$ cat config.mk
export PLATFORM = sky130hd
export DESIGN_NAME = burst_accumulator
export DESIGN_NICKNAME = d
export VERILOG_FILES = /design/src/rtl/burst_accumulator_pkg.sv /design/src/rtl/burst_accumulator_ripple_adder.sv /design/src/rtl/burst_accumulator.sv
export SDC_FILE = /design/constraint.sdc
export NUM_CORES = 1
export LEC_CHECK = 0
export BUFFER_PORTS_ARGS = -buffer_cell sky130_fd_sc_hd__buf_2
export CELL_PAD_IN_SITES_DETAIL_PLACEMENT = 1
export CELL_PAD_IN_SITES_GLOBAL_PLACEMENT = 2
export CORE_UTILIZATION = 28
export CTS_CLUSTER_SIZE = 12
export DETAILED_ROUTE_END_ITERATION = 6
export PLACE_DENSITY_LB_ADDON = 0.1
export RECOVER_POWER = 25
export SYNTH_ARGS = -nofsm -noshare
export SYNTH_HDL_FRONTEND = slang
export SYNTH_SLANG_ARGS = --single-unit
$ cat constraint.sdc
create_clock -name clk -period 12.9 [get_ports clk]
set_input_delay 0.645 -clock clk [delete_from_list [all_inputs] [get_ports clk]]
set_output_delay 0.645 -clock clk [all_outputs]
set_load 0.02 [all_outputs]
$ cat src/rtl/burst_accumulator_pkg.sv
// Shared definitions for the burst accumulator: FSM encoding and default widths.
package burst_accumulator_pkg;

    localparam int DEFAULT_N     = 32;
    localparam int DEFAULT_CNT_W = 8;

    typedef enum logic [1:0] {
        IDLE = 2'd0,
        ACC  = 2'd1,
        HOLD = 2'd2
    } state_e;

endpackage

$ cat src/rtl/burst_accumulator_ripple_adder.sv
// Combinational N-bit ripple-carry adder with carry-in and carry-out.
module ripple_adder #(
    parameter int N = burst_accumulator_pkg::DEFAULT_N
) (
    input  logic [N-1:0] a,
    input  logic [N-1:0] b,
    input  logic         cin,
    output logic [N-1:0] sum,
    output logic         cout
);

    always_comb begin
        logic carry;
        carry = cin;
        sum   = '0;
        for (int i = 0; i < N; i++) begin
            sum[i] = a[i] ^ b[i] ^ carry;
            carry  = (a[i] & b[i]) | (carry & (a[i] ^ b[i]));
        end
        cout = carry;
    end

endmodule

$ cat src/rtl/burst_accumulator.sv
// Sums a valid/ready burst of words terminated by in_last and presents the sum,
// a sticky carry flag and a saturating word count until downstream takes it.
module burst_accumulator #(
    parameter int N     = burst_accumulator_pkg::DEFAULT_N,
    parameter int CNT_W = burst_accumulator_pkg::DEFAULT_CNT_W
) (
    input  logic             clk,
    input  logic             reset,
    input  logic             in_valid,
    output logic             in_ready,
    input  logic [N-1:0]     in_data,
    input  logic             in_last,
    output logic             out_valid,
    input  logic             out_ready,
    output logic [N-1:0]     out_sum,
    output logic             out_ovf,
    output logic [CNT_W-1:0] out_count
);

    import burst_accumulator_pkg::*;

    localparam logic [CNT_W-1:0] CNT_MAX = '1;
    localparam logic [CNT_W-1:0] CNT_ONE = CNT_W'(1);

    state_e           state_q, state_d;
    logic [N-1:0]     acc_q, acc_d;
    logic             ovf_q, ovf_d;
    logic [CNT_W-1:0] count_q, count_d;

    logic [N-1:0]     add_sum;
    logic             add_cout;
    logic             accept;

    ripple_adder #(.N(N)) u_adder (
        .a    (acc_q),
        .b    (in_data),
        .cin  (1'b0),
        .sum  (add_sum),
        .cout (add_cout)
    );

    assign in_ready  = (state_q != HOLD);
    assign out_valid = (state_q == HOLD);
    assign accept    = in_valid & in_ready;

    assign out_sum   = acc_q;
    assign out_ovf   = ovf_q;
    assign out_count = count_q;

    always_comb begin
        state_d = state_q;
        acc_d   = acc_q;
        ovf_d   = ovf_q;
        count_d = count_q;
        case (state_q)
            IDLE, ACC: begin
                if (accept) begin
                    // The first word of a burst replaces whatever result is still parked in the registers
                    if (state_q == IDLE) begin
                        acc_d   = in_data;
                        ovf_d   = 1'b0;
                        count_d = CNT_ONE;
                    end else begin
                        acc_d   = add_sum;
                        ovf_d   = ovf_q | add_cout;
                        count_d = (count_q == CNT_MAX) ? count_q : count_q + CNT_ONE;
                    end
                    state_d = in_last ? HOLD : ACC;
                end
            end
            HOLD: begin
                if (out_ready) state_d = IDLE;
            end
            default: state_d = IDLE;
        endcase
    end

    always_ff @(posedge clk) begin
        if (reset) begin
            state_q <= IDLE;
            acc_q   <= '0;
            ovf_q   <= 1'b0;
            count_q <= '0;
        end else begin
            state_q <= state_d;
            acc_q   <= acc_d;
            ovf_q   <= ovf_d;
            count_q <= count_d;
        end
    end

endmodule

==> results.py <==
metrics = {
    "run_status": {
        "outcome": "complete, no violations",
    },
    "synth": {
        "synth_warnings": 0,
        "syn_nets": 324,
        "synth_fa_ha_area_share_pct": 24.5,
        "ys_seq_area_share_pct": 32.7,
        "synth_compound_area_share_pct": 14.4,
        "synth_top_family_by_area": "adder cells",
        "synth.distinct_cells": 31,
        "netlist_instances": 254,
        "synth_seq_cells": 43,
        "synth_area_per_cell_um2": 10.4,
        "yosys.area_share.simple_pct": 12.0,
        "syn_area_um2": 2640,
        "yosys-mux-area-fraction_pct": 12.5,
        "synthXorXnorAreaFrac_pct": 0,
    },
    "global_route": {
        "antenna_found_initial": 1,
        "grt_pass1_wl_um": 11200,
        "grtUsageMet2_pct": 25.4,
        "overflow": 0,
        "top_usage_layer": "met2",
        "grt_max_degree": 53,
        "gr-usage-met3_pct": 2.84,
        "grt_usage_pct": 14.6,
        "first_global_vias": 2199,
        "use_met1_pct": 18.5,
    },
    "clock_tree": {
        "root_buffer": "clkbuf_8",
        "htreeDepth": 2,
        "cts.path.max_buffers": 2,
        "post_cts_buffers": 0,
        "cts_inserted_buffers": 5,
        "clk_pin_slew_ns": 0.09,
        "clock_sinks": 43,
        "insertion_delay_ns": 0.30,
        "cts_tree": "yes",
    },
    "setup_path": {
        "rrSetupSlack_ns": 0.55,
        "worstSetupPathType": "input port to flip-flop",
        "slowest_delay_ns": 0.48,
        "cp.required_ns": 13.11,
        "crit_path_frequent_cell": "fa_2",
        "reg2regPathDepth": 36,
        "cp_top_family": "adder cells",
        "rr_endpoint": "out_sum[31]",
        "worstSetupStartpointType": "input port",
        "critPathArrivalTime_ns": 12.71,
        "regToRegStartpoint": "out_sum[0]",
        "path_buf_inv": 3,
        "critPathSlowestCell": "fa_1",
        "path_max_fanout": 2,
        "crit_path_end_kind": "flip-flop",
    },
    "routing": {
        "drt_iter0_markers": 34,
        "drcViolationCount": 0,
        "vias": 2128,
        "viasPerCell": 4.86,
        "drt-wirelength-per-cell_um": 15.4,
        "wirelength_um": 6740,
        "firstDrtPassIters": 4,
        "ant_nets": 0,
    },
    "final_layout": {
        "layout_commonest_cell": "buf_2",
        "syn_to_final_growth_pct": 23.1,
        "final_cell_count_no_fill": 438,
        "diodes": 0,
        "utilization_pct": 35.3,
        "nets": 396,
        "final_cell_mix": "58 x buf_2, 42 x dfxtp_1, 38 x nor2_1",
        "fillers": 1080,
        "layout-drive-gt1-share_pct": 28.4,
    },
    "floorplan": {
        "core_area_um2": 9200,
        "die_area_um2": 9810,
        "die_x_um": 99.0,
        "fp-row-count": 35,
        "start_util_pct": 28.7,
        "die_h_um": 99.0,
        "ios": 80,
    },
    "timing": {
        "period_share_pct": 96.9,
        "hold_viol_final": 0,
        "setup_viol": 0,
        "finClkSkew_ns": 0.0107,
        "period_minus_slack_ns": 12.50,
        "fmax_mhz": 80.0,
        "worstMarginPinSlew_ns": 0.876,
        "maxSlewViolCount": 0,
        "max_slew_margin_pct": 41.6,
        "setup_tns_ns": 0,
        "hold_slack_ns": 0.477,
    },
    "hold_path": {
        "hp-start": "out_sum[29]",
        "worstHoldPathCells": 2,
        "hold_path_end": "out_sum[29]",
        "hp-class": "flip-flop to flip-flop",
    },
    "power_and_ir_drop": {
        "p_leak_uw": 0.00131,
        "p_total_uw": 349,
        "vdd_drop_max_uv": 34.8,
        "p_per_area_nw_per_um2": 108,
    },
    "placement": {
        "gp_congestion": 0.691,
        "dp_cells": 430,
        "port_buffers": 79,
        "dp_hpwl_um": 4920,
    },
    "job": {
        "drv_cap": 0,
    },
}
-- area by class of cell --
type | count | area, um^2 | area share, %
Clock buffer | 8 | 100 | 3.09
Inverter | 6 | 22.5 | 0.694
Multi-Input combinational cell | 187 | 1720 | 53.1
Sequential cell | 43 | 862 | 26.6
Tap cell | 111 | 139 | 4.28
Timing Repair Buffer | 83 | 399 | 12.3
-- registers in the layout (all words and copies together), names as in the netlist --
register and count:
state_q 2, out_ovf 1, out_sum 32, out_count 8
-- metrics by stage --
stage | worst slack, ns | cell area [um^2]
2_1_floorplan | 0.0254 | 2640
3_3_place_gp | -0.519 | 3130
3_5_place_dp | -0.693 | 3130
4_1_cts | 0.0326 | 3250
5_1_grt | -0.00378 | 3240
6_report | 0.400 | 3240
-- worst reg2reg max path: cells and delay by family (launching register included) --
kind / cells / cell delay (ns)
DFF: 1 / 0.32
adders and majority gates: 32 / 11.53
AOI/OAI and AO/OA: 1 / 0.24
buffers and inverters: 2 / 0.12
muxes: 1 / 0.06
-- cells in the mapped netlist (all sizes together) --
| library cell | n | share of area (%) |
|---|---|---|
| and2 | 2 | 0.57 |
| nor2 | 38 | 5.4 |
| nand3b | 2 | 0.57 |
| o21ai | 7 | 1.3 |
| inv | 6 | 0.85 |
| nor3 | 3 | 0.57 |
| dfxtp | 43 | 33 |
| clkbuf | 6 | 0.85 |
| buf | 12 | 2.2 |
| a211oi | 31 | 8.8 |
| o31ai | 1 | 0.81 |
| nor4 | 2 | 0.47 |
| nand4 | 3 | 1.3 |
| ha | 2 | 0.95 |
| fa | 31 | 24 |
| nand3 | 2 | 0.38 |
| nand2 | 9 | 1.3 |
| a21oi | 9 | 1.7 |
| nand2b | 3 | 0.71 |
| a2111oi | 1 | 0.33 |
| or2 | 2 | 0.47 |
| nor2b | 1 | 0.24 |
| o2111ai | 1 | 0.33 |
| o211ai | 1 | 0.28 |
| o21a | 2 | 0.57 |
| a31oi | 1 | 0.24 |
| mux2i | 33 | 13 |
-- cell families after synthesis --
family / count (synthesis)
AO/OA/AOI/OAI: 54
adder cells (fa/ha/maj): 33
buffers and inverters: 24
flip-flops: 43
multiplexers: 33
AND/OR/NAND/NOR: 67
-- repair_timing --
item,in CTS,in global routing
gates resized for setup,10,7
hold buffers,0,0
setup endpoints to repair,3,2
pin swaps,2,1
-- layer usage --
| metal | share of wire [%] | routed length [um] | up-vias |
|---|---|---|---|
| met2 | 50 | 3380 | 48 |
| met3 | 4.4 | 298 | 5 |
| met1 | 45 | 3020 | 1037 |
| li1 | - | - | 1038 |
| met5 | 0 | 0 | - |
| met4 | 0.76 | 51 | 0 |
-- report_power, final --
part / total, uW / switching, uW / internal [uW]
Sequential: 156 / 12.5 / 143
Clock: 97.7 / 48.7 / 49.0
Combinational: 96.1 / 55.3 / 40.8
-- worst max path at each step --
stage	slack [ns]	depth (start not counted)	from	end
2_1_floorplan	0.03	36	in_data[0]	out_sum[31]
3_3_place_gp	-0.52	37	in_data[0]	out_sum[31]
3_5_place_dp	-0.69	37	in_data[0]	out_sum[31]
4_1_cts	0.03	37	in_data[0]	out_sum[31]
5_1_grt	-0.004	37	in_data[0]	out_sum[31]
6_report	0.40	37	in_data[0]	out_sum[31]
No activity file was read; power rests on OpenSTA's default activity.
